**src/rtl/hdng_pid_gen.sv**
```systemverilog
`default_nettype none
// +--------------------------------------------------------------------------+
// | Module      : hdng_pid_gen                                               |
// | Description : Heading PID controller; turns heading error into          |
// |               saturated left/right wheel speeds through a 3-stage pipe.  |
// | Revision    : 1.0 - initial release                                      |
// +--------------------------------------------------------------------------+
module hdng_pid_gen #(
   parameter int         HDNG_W     = 12,
   parameter int         SPD_W      = 11,
   parameter int         AT_THRESH  = 30,
   parameter int         SETTLE_CNT = 4,
   parameter int         P_DFLT     = 3,
   parameter int         D_DFLT     = 14,
   parameter logic [1:0] MODE_DFLT  = 2'b11
) (
   input  logic                     clk,
   input  logic                     rst_n,
   input  logic                     moving,
   input  logic                     hdng_vld,
   input  logic signed [HDNG_W-1:0] dsrd_hdng,
   input  logic signed [HDNG_W-1:0] actl_hdng,
   input  logic        [SPD_W-1:0]  frwrd_spd,
   input  logic                     gain_wr,
   input  logic        [1:0]        gain_sel,
   input  logic        [7:0]        gain_data,
   output logic signed [SPD_W:0]    lft_spd,
   output logic signed [SPD_W:0]    rght_spd,
   output logic                     spd_vld,
   output logic                     at_hdng
);

   localparam int c_ERR_W  = 10;
   localparam int c_P_W    = 14;
   localparam int c_I_W    = 12;
   localparam int c_DD_W   = 8;
   localparam int c_D_W    = 13;
   localparam int c_SUM_W  = 15;
   localparam int c_CORR_W = c_SUM_W - 3;
   localparam int c_OUT_W  = SPD_W + 1;
   localparam int c_LR_W   = ((SPD_W > c_CORR_W) ? SPD_W : c_CORR_W) + 2;
   localparam int c_CNT_W  = $clog2(SETTLE_CNT + 2);

   localparam logic signed [HDNG_W-1:0]  c_ERR_HI  = HDNG_W'(511);
   localparam logic signed [HDNG_W-1:0]  c_ERR_LO  = HDNG_W'(-512);
   localparam logic signed [c_ERR_W-1:0] c_ESAT_HI = 10'sh1FF;
   localparam logic signed [c_ERR_W-1:0] c_ESAT_LO = 10'sh200;
   localparam logic signed [c_ERR_W:0]   c_DD_HI   = 11'sh07F;
   localparam logic signed [c_ERR_W:0]   c_DD_LO   = 11'sh780;
   localparam logic signed [c_DD_W-1:0]  c_DSAT_HI = 8'sh7F;
   localparam logic signed [c_DD_W-1:0]  c_DSAT_LO = 8'sh80;
   localparam logic        [c_ERR_W:0]   c_AT_THR  = 11'(AT_THRESH);
   localparam logic        [c_CNT_W-1:0] c_SETTLE  = c_CNT_W'(SETTLE_CNT);
   localparam logic        [c_CNT_W-1:0] c_CNT_ONE = c_CNT_W'(1);
   localparam logic signed [c_LR_W-1:0]  c_OUT_HI  = c_LR_W'((2**SPD_W) - 1);
   localparam logic signed [c_LR_W-1:0]  c_OUT_LO  = c_LR_W'(-(2**SPD_W));
   localparam logic        [3:0]         c_P_DFLT  = 4'(P_DFLT);
   localparam logic        [4:0]         c_D_DFLT  = 5'(D_DFLT);

   function automatic logic signed [c_OUT_W-1:0] sat_out(input logic signed [c_LR_W-1:0] v);
      logic signed [c_OUT_W-1:0] res;
      if (v > c_OUT_HI)      res = c_OUT_HI[c_OUT_W-1:0];
      else if (v < c_OUT_LO) res = c_OUT_LO[c_OUT_W-1:0];
      else                   res = v[c_OUT_W-1:0];
      return res;
   endfunction

   logic        [3:0]          r_p_gain;
   logic        [4:0]          r_d_gain;
   logic        [1:0]          r_mode;
   logic                       r_v1, r_v2, r_v3;
   logic signed [c_ERR_W-1:0]  r_err_s1, r_hist1, r_hist2;
   logic signed [15:0]         r_integ;
   logic        [c_CNT_W-1:0]  r_cnt;
   logic                       r_at;
   logic signed [c_P_W-1:0]    r_p;
   logic signed [c_I_W-1:0]    r_i;
   logic signed [c_D_W-1:0]    r_d;
   logic signed [c_OUT_W-1:0]  r_lft, r_rght;

   logic signed [HDNG_W-1:0]   w_err_raw;
   logic signed [c_ERR_W-1:0]  w_err_sat;
   logic signed [c_P_W-1:0]    w_p;
   logic signed [16:0]         w_integ_sum;
   logic signed [15:0]         w_integ_nxt;
   logic signed [c_I_W-1:0]    w_i;
   logic signed [c_ERR_W:0]    w_dd_raw;
   logic signed [c_DD_W-1:0]   w_dd;
   logic signed [c_D_W-1:0]    w_d;
   logic        [c_ERR_W:0]    w_err_abs;
   logic        [c_CNT_W-1:0]  w_cnt_nxt;
   logic signed [c_SUM_W-1:0]  w_sum;
   logic signed [c_CORR_W-1:0] w_corr;
   logic signed [c_LR_W-1:0]   w_frwrd_x, w_corr_x, w_lft_raw, w_rght_raw;
   logic                       w_unused_gain;

   assign w_unused_gain = ^gain_data[7:5];

   // Heading error wraps modulo 2^HDNG_W before being clamped to 10 bits
   always_comb begin
      w_err_raw = actl_hdng - dsrd_hdng;
      if (w_err_raw > c_ERR_HI)      w_err_sat = c_ESAT_HI;
      else if (w_err_raw < c_ERR_LO) w_err_sat = c_ESAT_LO;
      else                           w_err_sat = w_err_raw[c_ERR_W-1:0];
   end

   always_comb begin
      w_p = $signed({{(c_P_W-c_ERR_W){r_err_s1[c_ERR_W-1]}}, r_err_s1})
          * $signed({{(c_P_W-4){1'b0}}, r_p_gain});

      w_integ_sum = $signed({r_integ[15], r_integ})
                  + $signed({{7{r_err_s1[c_ERR_W-1]}}, r_err_s1});
      if (w_integ_sum[16] != w_integ_sum[15])
         w_integ_nxt = w_integ_sum[16] ? 16'sh8000 : 16'sh7FFF;
      else
         w_integ_nxt = w_integ_sum[15:0];
      w_i = c_I_W'(w_integ_nxt >>> 4);

      w_dd_raw = $signed({r_err_s1[c_ERR_W-1], r_err_s1}) - $signed({r_hist2[c_ERR_W-1], r_hist2});
      if (w_dd_raw > c_DD_HI)      w_dd = c_DSAT_HI;
      else if (w_dd_raw < c_DD_LO) w_dd = c_DSAT_LO;
      else                         w_dd = w_dd_raw[c_DD_W-1:0];
      w_d = $signed({{(c_D_W-c_DD_W){w_dd[c_DD_W-1]}}, w_dd})
          * $signed({{(c_D_W-5){1'b0}}, r_d_gain});

      w_err_abs = r_err_s1[c_ERR_W-1] ? -$signed({r_err_s1[c_ERR_W-1], r_err_s1})
                                      :  $signed({r_err_s1[c_ERR_W-1], r_err_s1});
      if (w_err_abs >= c_AT_THR)  w_cnt_nxt = '0;
      else if (r_cnt >= c_SETTLE) w_cnt_nxt = r_cnt;
      else                        w_cnt_nxt = r_cnt + c_CNT_ONE;
   end

   always_comb begin
      w_sum = $signed({{(c_SUM_W-c_P_W){r_p[c_P_W-1]}}, r_p})
            + $signed({{(c_SUM_W-c_I_W){r_i[c_I_W-1]}}, r_i})
            + $signed({{(c_SUM_W-c_D_W){r_d[c_D_W-1]}}, r_d});
      w_corr     = c_CORR_W'(w_sum >>> 3);
      w_corr_x   = $signed({{(c_LR_W-c_CORR_W){w_corr[c_CORR_W-1]}}, w_corr});
      w_frwrd_x  = $signed({{(c_LR_W-SPD_W){1'b0}}, frwrd_spd});
      w_lft_raw  = w_frwrd_x + w_corr_x;
      w_rght_raw = w_frwrd_x - w_corr_x;
   end

   always_ff @(posedge clk or negedge rst_n) begin
      if (!rst_n) begin
         r_p_gain <= c_P_DFLT;
         r_d_gain <= c_D_DFLT;
         r_mode   <= MODE_DFLT;
      end else if (gain_wr) begin
         case (gain_sel)
            2'd0:    r_p_gain <= gain_data[3:0];
            2'd1:    r_d_gain <= gain_data[4:0];
            2'd2:    r_mode   <= gain_data[1:0];
            default: ;
         endcase
      end
   end

   always_ff @(posedge clk or negedge rst_n) begin
      if (!rst_n) begin
         r_v1 <= 1'b0;  r_err_s1 <= '0;
         r_v2 <= 1'b0;  r_p <= '0;  r_i <= '0;  r_d <= '0;
         r_hist1 <= '0; r_hist2 <= '0;
         r_integ <= '0; r_cnt <= '0; r_at <= 1'b0;
         r_v3 <= 1'b0;  r_lft <= '0; r_rght <= '0;
      end else begin
         r_v1 <= hdng_vld;
         if (hdng_vld) r_err_s1 <= w_err_sat;

         r_v2 <= r_v1;
         if (r_v1) begin
            r_p     <= w_p;
            r_i     <= r_mode[0] ? w_i : '0;
            r_d     <= r_mode[1] ? w_d : '0;
            r_hist1 <= r_err_s1;
            r_hist2 <= r_hist1;
         end
         // Integrator and settle state restart whenever the robot stops
         if (!moving) begin
            r_integ <= '0;
            r_cnt   <= '0;
            r_at    <= 1'b0;
         end else if (r_v1) begin
            r_integ <= w_integ_nxt;
            r_cnt   <= w_cnt_nxt;
            r_at    <= (w_cnt_nxt >= c_SETTLE);
         end

         r_v3 <= r_v2;
         if (!moving) begin
            r_lft  <= '0;
            r_rght <= '0;
         end else if (r_v2) begin
            r_lft  <= sat_out(w_lft_raw);
            r_rght <= sat_out(w_rght_raw);
         end
      end
   end

   assign lft_spd  = r_lft;
   assign rght_spd = r_rght;
   assign spd_vld  = r_v3;
   assign at_hdng  = r_at;

endmodule
`default_nettype wire

```
**config.mk**
```make
export PLATFORM = sky130hd
export DESIGN_NAME = hdng_pid_gen
export DESIGN_NICKNAME = d
export VERILOG_FILES = /design/src/rtl/hdng_pid_gen.sv
export SDC_FILE = /design/constraint.sdc
export NUM_CORES = 1
export LEC_CHECK = 0
export ABC_AREA = 1
export BUFFER_PORTS_ARGS = -buffer_cell sky130_fd_sc_hd__buf_2
export CAP_MARGIN = 25
export CORE_ASPECT_RATIO = 1.5
export CORE_MARGIN = 4
export CORE_UTILIZATION = 42
export DETAILED_ROUTE_END_ITERATION = 10
export PLACE_DENSITY = 0.58
export SYNTH_ARGS = -nofsm -noshare
export SYNTH_HDL_FRONTEND = slang
export SYNTH_SLANG_ARGS = --single-unit
```
**constraint.sdc**
```tcl
create_clock -name clk -period 5.9 [get_ports clk]
set_input_delay 1.18 -clock clk [delete_from_list [all_inputs] [get_ports clk]]
set_output_delay 1.18 -clock clk [all_outputs]
set_load 0.03 [all_outputs]
```
======== After elaboration in Yosys (flattened, before gate mapping) ========
Cells that the tools add are included.
storage, ports and cells
  register bits after elaboration ......... 127
  word-level logic and storage cells ...... 73
  input port bits ......................... 50
operators by class
  $mul .................................... 2
  eq/ne operators ......................... 5
  reduce and logical (&&, ||, !) cells .... 4
  mux-type cells .......................... 25
  add/subtract/negate cells ............... 9
  $lt $le $gt $ge ......................... 11
operator list
  kind                                                                number
  two-way mux 12 bit                                                  9
  two-way mux 16 bit                                                  4
  greater-than comparator 13 x 12 -> 1 bit, second input constant     2
  less-than comparator 13 x 12 -> 1 bit, second input constant        2
  two-way mux 10 bit                                                  2
  adder 16 x 10 -> 17 bit                                             1
  two-way mux 8 bit                                                   2
  adder 14 x 12 -> 15 bit                                             1
  adder 15 x 13 -> 15 bit                                             1
  multiplier 10 x 5 -> 14 bit                                         1
  adder 12 x 12 -> 13 bit                                             1
  multiplier 8 x 6 -> 13 bit                                          1
  two-way mux 13 bit                                                  1
  subtractor 12 x 12 -> 13 bit                                        1
  greater-than comparator 12 x 10 -> 1 bit, second input constant     1
  less-than comparator 12 x 10 -> 1 bit, second input constant        1
  two-way mux 3 bit                                                   4
  subtractor 12 bit                                                   1
  greater-or-equal comparator 11 x 5 -> 1 bit, second input constant  1
  greater-than comparator 11 x 8 -> 1 bit, second input constant      1
  less-than comparator 11 x 8 -> 1 bit, second input constant         1
  two-way mux 11 bit                                                  1
  negator 10 -> 11 bit                                                1
  subtractor 10 x 10 -> 11 bit                                        1
  9 further kinds                                                     14

======== Longest topological paths before layout ========
Gate-level depths: netlist of the first run.
  word-level depth ........................ 8
  gate-level depth with buffers ........... 32

======== Worst setup path before layout of the first run ========
OpenSTA, ideal clock, no wires.
  path type ............................... register to register
  start ................................... register r_err_s1[0]
  end ..................................... register r_d[12]
  path buffers ............................ 0
  arrival time ............................ 4.776 ns
  setup time .............................. 0.118 ns
  period minus slack after synthesis ...... 4.894 ns
  cell stages (with the launch flop) ...... 30
  slack ................................... 1.006 ns
  path through ............................ dfrtp_1 > inv_1 > ha_1 > inv_1 > fa_1 > nand3_1 > nand2_1 > nand2_1 > nand2_1 > nand2_1 > a22oi_4 > nor2_1 > inv_1 > fa_1 > inv_1 > fa_1 > inv_1 > fa_1 > inv_1 > ha_1 > inv_1 > o21ai_0 > a21oi_1 > nand2_1 > nand2_1 > nand2_1 > nand2_1 > nand3b_1 > nand3_1 > nand2_1
between the ends
  cells in the longest elaborated chain, start to end .. 6
  elaborated cells on any way between the ends .. 7
RTL lines
  element                               RTL line  source
  start, declared                       72        logic signed [c_ERR_W-1:0] r_err_s1, r_hist1, r_hist2;
  start signal, assigned                168       if (hdng_vld) r_err_s1 <= w_err_sat;
  subtractor 10 x 10 -> 11 bit *        119       w_dd_raw = $signed({r_err_s1[c_ERR_W-1], r_err_s1}) - $signed({r_hist2[c_ERR_W-1], r_hist2});
  less-than comparator 11 x 8 -> 1 bit  121       else if (w_dd_raw < c_DD_LO) w_dd = c_DSAT_LO;
  two-way mux 8 bit                     121
  two-way mux 8 bit *                   120       if (w_dd_raw > c_DD_HI) w_dd = c_DSAT_HI;
  multiplier 8 x 6 -> 13 bit *          124       * $signed({{(c_D_W-5){1'b0}}, r_d_gain});
  two-way mux 13 bit *                  174       r_d <= r_mode[1] ? w_d : '0;
  end signal, assigned                  174
  end, declared                         78        logic signed [c_D_W-1:0] r_d;
Every way passes the cells marked *; elsewhere a longest branch is shown, timed or not.
A chain may end at the register's enable or synchronous reset.

======== Final worst setup path of the first run ========
  start ................................... register r_err_s1[0]
  end ..................................... register r_d[9]
Same word-level chain as after synthesis.

==> summary.md, run 1 <==
| Metric | Value |
|---|---|
| Required time of the critical path | `6.24 ns` |
| Fin crit period | `between 5 and 6 ns` |
| YS warnings | `0` |
| Clock tree buffer depth | `2` |
| Row count | `77` |
| Mean post-synth cell area | `between 7 and 8 sq um` |
| Async SR Flop Fraction | `100%` |
| Crit path to | `r_d[9]` |
| Critical Path Source | `r_err_s1[0]` |
| DIE AREA | `approximately 33000 sq um` |
| Commonest register cell after synthesis | `dfrtp_1` |
| Startpoint types | `flop` |
| Vias | `roughly 11k` |
| Post-Syn Nets | `1972` |
| 1st-iter DRT viols | `approximately 360` |
| Cts bufs inserted | `17` |
| Cell taking the most area after synthesis | `dfrtp_1` |
| Placed cells | `~2.2k` |
| GPL Wtd Cong | `0.908` |
| Main area contributors after synthesis | `dfrtp_1 (24%), nand2_1 (16%), ha_1 (12%)` |
| RSZ-0062 raised after global routing | `false` |
| Dpl hpwl | `27300 um` |
| Finished Layout Cells | `around 2.2k` |
| Largest net degree at the start of global routing | `76` |
| Drt wl/cell | `roughly 15 um` |
| Sequential area share after synthesis | `around a quarter` |
| Clk_lat worst skew | `0.43 ns` |
| Clk sink count | `around 130` |
| Layout cell share with drive strength beyond 1 | `10.4%` |
| # DRC | `0` |
| RR Startpoint | `r_err_s1[0]` |
| Final net count | `approximately 2k` |
| Final Cycle Share | `approximately nine tenths` |
| Setup crit end kind | `flop` |
| Clk_skew | `~0.013 ns` |
| Cts hold-fix bufs | `0` |
| Post-Syn Area | `between 10000 and 15000 sq um` |
| Setup TNS | `0 ns` |
| Synth Instances | `between 1.5k and 2k` |
| Io pins | `76` |
| PortBufs | `slightly above 70` |
| Starting Density | `a little over two fifths` |
| Initial DRT Pass Iterations | `5` |
| Actual slew at the worst max-slew pin | `between 0.7 and 0.8 ns` |
| Gates resized, CTS repair | `0` |
| Vias in the first global route | `~11k` |
| Core area | `about 29000 sq um` |
| Final ANT Viol Nets | `0` |
| Share of Yosys cell area claimed by the top area cell type | `roughly a quarter` |
| Post-synth EDFFs | `0` |
| Crit path DAT | `around 5.7 ns` |
| Initial antenna violation count | `0` |
| CTS tree | `built` |
| Worst-path fanout max | `9` |
| CTS clock-pin slew for the worst setup and hold paths | `around 0.060 ns` |
| Slowest cell on the critical path | `fa_1` |
| Syn-to-layout area delta | `11.2%` |
| Util after Layout | `a little under half` |
| Register-to-register path setup slack | `about 0.55 ns` |
| Chip Width | `approximately 150 um` |
| Global-route wire length before repair | `~54000 um` |
| Flops & latches, synth | `roughly 130` |
| Inserted Diodes | `0` |
| F_max | `0.187 GHz` |
| CP most frequent cell | `nand2_1` |
| Setup CP Type | `flop to flop` |
| Via density | `4.92` |
| Tot GR Track Use | `a little over a fifth` |
| Status | `completed` |
| R2R Path End | `r_d[9]` |
| Die height | `219 um` |
| Setup violators final | `0` |
| Cell variety after synth | `between 40 and 50` |
| Fin. max-slew vios | `0` |
| Max-cap violations | `0` |
| Register-to-Register Path Depth | `30` |
| Final hold vios | `0` |
| Fill cell total of the finished layout | `3021` |
| Critical path's largest stage delay | `about 0.54 ns` |
| Hold Crit Class | `flop to flop` |
| Slew margin rel. | `between 50% and 60%` |
| Post CTS Setup Buffer Count | `0` |
| Root buffer cell | `clkbuf_16` |
| CTS H-tree lvls | `4` |
| Global route total overflow | `0` |
| Final wirelength | `roughly 33000 um` |
-- cell families (layout without fill, tap and decap cells) --
group                    count (synthesis)  after routing  share of synthesized area, %
AO/OA/AOI/OAI                          220            220                          9.82
buffers and inverters                  348            433                          11.0
XOR/XNOR                                57             57                          4.00
flip-flops                             126            126                          25.4
AND/OR/NAND/NOR                        802            802                          27.6
multiplexers                             1              1                        0.0903
adder cells (fa/ha/maj)                184            184                          22.2
-- metrics by stage --
stage	hold slack, ns	setup slack (ns)	cell area (sq um)
final	0.420	0.551	13900
after global routing	0.432	0.0746	13900
after CTS	0.419	0.526	13800
after detailed placement	0.405	0.542	13300
after global placement	0.380	0.660	13300
after floorplan	0.375	1.01	12500
-- metal layers --
layer | vias to the layer above | part of all wire (%) | global-route usage (%) | wire [um]
met4 | 0 | 7.7 | 14.8 | 2560
li1 | 5597 | - | - | -
met1 | 5015 | 37 | 21.5 | 12400
met2 | 203 | 52 | 38.8 | 17300
met5 | - | 0 | 0 | 0
met3 | 96 | 2.7 | 2.46 | 889
-- synthesized netlist by cell type (all sizes together) (12+ instances only) --
cell and instances:
ha 122, xor2 35, nor3 12, fa 62
nand4 18, clkbuf 21, nor2 94, xnor2 22
o21ai 76, dfrtp 119, inv 309, nand3 111
a21oi 109, nand2 552, buf 17
-- sequential cells by signal, summed over array words and instances (netlist names) --
signal    cells
r_mode        2
r_d_gain      5
r_hist1      10
r_integ      16
r_err_s1     10
rght_spd     12
lft_spd      12
r_cnt         3
r_v1          1
spd_vld       1
r_v2          1
r_i          12
r_hist2      10
r_p_gain      4
r_d          13
r_p          14
-- worst min path at each step --
stage / slack (ns) / cells after the start / from / to
after floorplan: 0.37 / 0 / r_v2 / spd_vld
after global placement: 0.38 / 0 / r_v2 / spd_vld
after detailed placement: 0.41 / 0 / r_v2 / spd_vld
after CTS: 0.42 / 0 / r_v2 / spd_vld
after global routing: 0.43 / 0 / r_v2 / spd_vld
final: 0.42 / 0 / r_v2 / spd_vld
-- critical path: cells and delay by family (launching register included) --
| kind | cells | cell delay, ns |
|---|---|---|
| fa+ha+maj | 6 | 2.33 |
| compound gates | 5 | 0.88 |
| simple gates | 14 | 1.28 |
| flops | 1 | 0.37 |
| buf+inv | 5 | 0.41 |
-- cell usage in the layout, fill, tap and decap left out, drive strengths merged, types with 62 or more instances in the layout --
cell	n
nand2	552
inv	315
ha	122
dfrtp	119
nand3	111
a21oi	109
nor2	94
buf	91
o21ai	76
fa	62
-- final cells by class --
cell class / instances / area (sq um) / area share, %
Tap cell: 395 / 494 / 3.56
Multi-Input combinational cell: 1264 / 7940 / 57.3
Clock inverter: 12 / 128 / 0.921
Timing Repair Buffer: 91 / 526 / 3.79
Sequential cell: 126 / 3160 / 22.8
Clock buffer: 20 / 447 / 3.22
Inverter: 310 / 1160 / 8.39
Power of run 1 is left out: the tool's default activity adds up to more than one toggle a clock period on the data nets, which glitch-free logic cannot reach.
==> inputs of run 2 (changes only) <==
==> constraint.sdc (replaced) <==
create_clock -name clk -period 6.5 [get_ports clk]
set_input_delay 1.3 -clock clk [delete_from_list [all_inputs] [get_ports clk]]
set_output_delay 1.3 -clock clk [all_outputs]
set_load 0.03 [all_outputs]
==> summary.md, run 2 (same netlist as run 1, synthesis figures left out) <==
| Metric | Value |
|---|---|
| Status | `completed` |
| Die height | `219 um (unchanged)` |
| Drt wl/cell | `14.7 um (-1.5%)` |
| Io pins | `76 (unchanged)` |
| Initial DRT Pass Iterations | `5 (unchanged)` |
| Chip Width | `149 um (unchanged)` |
| Inserted Diodes | `0 (unchanged)` |
| Initial antenna violation count | `1 (+1)` |
| Via density | `4.88 (-0.87%)` |
| Multi-input gate area | `7940 sq um (unchanged)` |
| Crit path DAT | `5.70 ns (about the same)` |
| Actual slew at the worst max-slew pin | `0.741 ns (+0.00962 ns)` |
| Gates resized, CTS repair | `0 (unchanged)` |
| Final Cycle Share | `82.3% (-8.4 points)` |
| Syn-to-layout area delta | `11.3%` |
| Worst Path Buf+Inv | `5 (unchanged)` |
| Dpl hpwl | `26900 um (-1.4%)` |
| Row count | `77 (unchanged)` |
| CP most frequent cell | `nand2_1` |
| RSZ-0062 raised after global routing | `false` |
| GPL Wtd Cong | `0.894 (-1.5%)` |
| Tot GR Track Use | `20.4% (-0.49 points)` |
| Root buffer cell | `clkbuf_16` |
| Final hold vios | `0 (unchanged)` |
| Post CTS Setup Buffer Count | `0 (unchanged)` |
| Layout cell share with drive strength beyond 1 | `10.3% (-0.044 points)` |
| Final net count | `2042 (-0.098%)` |
| # DRC | `0 (unchanged)` |
| Biggest regs | `r_integ: 16 flops, r_p: 14 flops, r_d: 13 flops` |
| Most frequent cells in the layout | `nand2_1 (524), inv_1 (298), ha_1 (122), dfrtp_1 (119)` |
| Hold Crit Class | `flop to flop` |
| Fin. max-slew vios | `0 (unchanged)` |
| Global-route wire length before repair | `52300 um (-2.6%)` |
| 1st-iter DRT viols | `389 (+8.4%)` |
| Required time of the critical path | `6.85 ns (+0.61 ns)` |
| Core area | `29400 sq um (unchanged)` |
| Clock tree buffer depth | `2 (unchanged)` |
| Critical path's largest stage delay | `0.54 ns (about the same)` |
| Cts hold-fix bufs | `0 (unchanged)` |
| Seq. cell area | `3160 sq um (unchanged)` |
| Setup crit end kind | `flop` |
| Final wirelength | `32600 um (-1.6%)` |
| Setup CP Type | `flop to flop` |
| Worst-path fanout max | `9 (unchanged)` |
| Vias | `10.8k (-0.96%)` |
| Clk_lat worst skew | `0.44 ns (about the same)` |
| F_max | `0.187 GHz (about the same)` |
| Slew margin rel. | `50.5% (-0.64 points)` |
| Largest net degree at the start of global routing | `80 (+5.3%)` |
| Cts bufs inserted | `17 (unchanged)` |
| Dpl ws | `1.15 ns (+0.612 ns)` |
| Setup TNS | `0 ns (unchanged)` |
| Starting Density | `42.4% (unchanged)` |
| Reg with most FFs | `r_integ` |
| Most common cell after layout, fill and taps aside | `nand2_1` |
| Global route total overflow | `0 (unchanged)` |
| Slowest cell on the critical path | `fa_1` |
| Delay-heaviest family, CP | `adder cells` |
| Max-cap violations | `0 (unchanged)` |
| Clk_skew | `0.0146 ns (+0.00190 ns)` |
| Fin crit period | `5.35 ns (+0.000668 ns)` |
| Post-route setup slack | `1.15 ns (+0.599 ns)` |
| PortBufs | `72 (unchanged)` |
| Final ANT Viol Nets | `0 (unchanged)` |
| DIE AREA | `32600 sq um (unchanged)` |
| CTS H-tree lvls | `4 (unchanged)` |
| CTS clock-pin slew for the worst setup and hold paths | `0.06 ns (about the same)` |
| Vias in the first global route | `10.7k (-2.1%)` |
| Startpoint types | `flop` |
| Fill cell total of the finished layout | `3014 (-0.23%)` |
| CTS tree | `built` |
| Setup violators final | `0 (unchanged)` |
| Max FFs per register | `16 (unchanged)` |
| Clk sink count | `126 (unchanged)` |
[run 2: cell count changes in the layout (fill, tap and decap cells not counted), sizes merged]
cell and delta:
buf -2, bufinv +2, clkbuf -2, clkinv +1, inv -1
[run 2: metrics by stage]
| stage | area (sq um) | hold slack [ns] | instances | utilization (%) |
|---|---|---|---|---|
| detailed placement | 13200 | 0.398 | 2183 | 45.1 |
| global route | 13900 | 0.427 | 2216 | 47.2 |
| floorplan | 12500 | 0.375 | 1738 | - |
| CTS | 13900 | 0.412 | 2215 | 47.2 |
| finish | 13900 | 0.404 | 2216 | 47.2 |
| global placement | 13200 | 0.382 | 2183 | 45.1 |
[run 2: layer usage]
layer / global-route usage, % / up-vias / wire length [um]
li1: - / 5594 / -
met1: 20.3 / 4980 / 12200
met2: 40.7 / 170 / 18200
met3: 2.40 / 62 / 714
met4: 10.3 / 0 / 1510
met5: 0 / - / 0
[run 2: worst register-to-register path, delay by kind of cell, from the launching register on]
kind            cells  cell delay [ns]
compound gates      5             0.87
simple gates       14             1.26
flops               1             0.37
buf+inv             5             0.42
fa+ha+maj           6             2.34
[run 2: worst paths after layout]
check	from	to	slack (ns)	cells past startpoint
setup / recovery	r_err_s1[0]	r_d[9]	1.15	30
hold / removal	r_v2	spd_vld	0.40	0
setup reg to reg	r_err_s1[0]	r_d[9]	1.15	30
hold reg to reg	r_v2	spd_vld	0.40	0
max in group asynchronous	rst_n	r_d_gain[2]	4.52	3
min in group asynchronous	rst_n	r_p[7]	0.88	1
[run 2: final cells by class]
| cell class | count | share of cell area [%] |
|---|---|---|
| clock inverters | 14 | 1.30 |
| clock buffers | 18 | 3.09 |
| well taps | 395 | 3.56 |
| inverters | 310 | 8.38 |
| multi-input cells | 1264 | 57.2 |
| repair buffers | 89 | 3.68 |
| flip-flops and latches | 126 | 22.8 |
Power of run 2 is left out for the same reason.
==> inputs of run 3 (changes only) <==
==> constraint.sdc (replaced) <==
create_clock -name clk -period 5.35 [get_ports clk]
set_input_delay 1.07 -clock clk [delete_from_list [all_inputs] [get_ports clk]]
set_output_delay 1.07 -clock clk [all_outputs]
set_load 0.03 [all_outputs]
==> summary.md, run 3 (same netlist as run 1, synthesis figures left out) <==
| Metric | Value |
|---|---|
| Status | `completed` |
| Layout cell share with drive strength beyond 1 | `11.3% (+1.0 points)` |
| CTS tree | `built` |
| Required time of the critical path | `5.66 ns (-1.19 ns)` |
| Vias in the first global route | `11.1k (+4.0%)` |
| Core area | `29400 sq um (unchanged)` |
| Inserted Diodes | `0 (unchanged)` |
| Delay-heaviest family, CP | `adder cells` |
| Max-cap violations | `0 (unchanged)` |
| Max FFs per register | `16 (unchanged)` |
| Reg with most FFs | `r_integ` |
| GPL Wtd Cong | `0.918 (+2.7%)` |
| Critical path's largest stage delay | `0.52 ns (-0.02 ns)` |
| RSZ-0062 raised after global routing | `false` |
| Io pins | `76 (unchanged)` |
| Startpoint types | `flop` |
| Fin. max-slew vios | `0 (unchanged)` |
| Setup crit end kind | `flop` |
| PortBufs | `72 (unchanged)` |
| Crit path DAT | `5.24 ns (-0.46 ns)` |
| Slowest cell on the critical path | `fa_1` |
| Slew margin rel. | `52.6% (+2.1 points)` |
| Initial antenna violation count | `0 (-1)` |
| Cts bufs inserted | `17 (unchanged)` |
| DIE AREA | `32600 sq um (unchanged)` |
| CTS H-tree lvls | `4 (unchanged)` |
| Via density | `4.94 (+1.3%)` |
| Hold Crit Class | `flop to flop` |
| Biggest regs | `r_integ: 16 flops, r_p: 14 flops, r_d: 13 flops` |
| Final ANT Viol Nets | `0 (unchanged)` |
| Final wirelength | `33000 um (+1.3%)` |
| F_max | `0.203 GHz (+8.7%)` |
| Dpl hpwl | `27200 um (+1.1%)` |
| Initial DRT Pass Iterations | `5 (unchanged)` |
| Largest net degree at the start of global routing | `58 (-28%)` |
| Fin crit period | `4.92 ns (-0.429 ns)` |
| Clock tree buffer depth | `2 (unchanged)` |
| Worst-path fanout max | `6 (-3)` |
| CTS clock-pin slew for the worst setup and hold paths | `0.06 ns (about the same)` |
| CP most frequent cell | `nand2_1` |
| Syn-to-layout area delta | `12.6%` |
| Setup CP Type | `flop to flop` |
| Chip Width | `149 um (unchanged)` |
| Setup violators final | `0 (unchanged)` |
| Clk_lat worst skew | `0.43 ns (about the same)` |
| Register-to-Register Path Depth | `31 (+3.3%)` |
| Row count | `77 (unchanged)` |
| Most common cell after layout, fill and taps aside | `nand2_1` |
| Global-route wire length before repair | `54100 um (+3.3%)` |
| Drt wl/cell | `14.9 um (+1.2%)` |
| Final net count | `2045 (+0.15%)` |
| Root buffer cell | `clkbuf_16` |
| Clk sink count | `126 (unchanged)` |
| Worst Path Buf+Inv | `5 (unchanged)` |
| Vias | `11.0k (+1.4%)` |
| 1st-iter DRT viols | `427 (+9.8%)` |
| Global route total overflow | `0 (unchanged)` |
| Actual slew at the worst max-slew pin | `0.711 ns (-0.0309 ns)` |
| Final Cycle Share | `92.0% (+9.7 points)` |
| Setup TNS | `0 ns (unchanged)` |
| Die height | `219 um (unchanged)` |
| Tot GR Track Use | `21.0% (+0.57 points)` |
| Most frequent cells in the layout | `nand2_1 (522), inv_1 (297), ha_1 (120), dfrtp_1 (119), nand3_1 (103)` |
| Final hold vios | `0 (unchanged)` |
| Starting Density | `42.4% (unchanged)` |
| Critical path depth | `31 (+3.3%)` |
| Clk_skew | `0.00911 ns (-0.00550 ns)` |
| # DRC | `0 (unchanged)` |
| Hold depth | `0 (unchanged)` |
==> run 3: changes by cell type in the layout (fill, tap and decap cells not counted), moves of 3 or more <==
cell     delta
a21oi_1     -7
a21oi_2     +6
buf_4       +3
o21ai_0     -3
o21ai_1     +3
==> run 3: through the flow <==
step	area, sq um	utilization, %	setup WS [ns]	hold WS, ns	instances
4_1_cts	14000	47.5	0.0842	0.401	2218
3_5_place_dp	13300	45.2	0.105	0.393	2186
5_1_grt	14000	47.8	0.0124	0.424	2219
3_3_place_gp	13300	45.2	0.158	0.380	2186
6_report	14000	47.8	0.429	0.403	2219
2_1_floorplan	12500	-	0.456	0.375	1738
==> run 3: cell type report <==
type	instances	area, sq um
repair buffers	92	526
clock buffers	17	425
fillers	2987	15300
flip-flops and latches	126	3160
clock inverters	15	249
well taps	395	494
multi-input cells	1264	8030
inverters	310	1160
==> run 3: worst register-to-register path: cells and delay by family (launching register included) <==
kind | cells | cell delay, ns
compound gates | 3 | 0.45
buf+inv | 5 | 0.35
fa+ha+maj | 6 | 2.23
simple gates | 17 | 1.38
flops | 1 | 0.38
==> run 3: worst paths after layout <==
path	start	to	slack [ns]
worst max register to register	r_err_s1[0]	r_d[12]	0.43
worst min register to register	r_v2	spd_vld	0.40
worst min-delay path	r_v2	spd_vld	0.40
min in group asynchronous	rst_n	lft_spd[8]	0.69
max in group asynchronous	rst_n	r_i[1]	3.61
worst max-delay path	r_err_s1[0]	r_d[12]	0.43
==> run 3: per-layer routing <==
| layer | share of wire (%) | global-route usage, % |
|---|---|---|
| met4 | 6.4 | 12.4 |
| met1 | 37 | 20.7 |
| met2 | 54 | 40.9 |
| met5 | 0 | 0 |
| met3 | 2.7 | 2.81 |
==> run 3: what timing repair did <==
action                                  in CTS  in global routing
gates resized for setup                      0                 21
hold endpoints to repair                     0                  0
setup buffers                                0                  1
hold buffers                                 0                  0
endpoints found under the setup margin       0                  6
Power of run 3 is left out for the same reason.
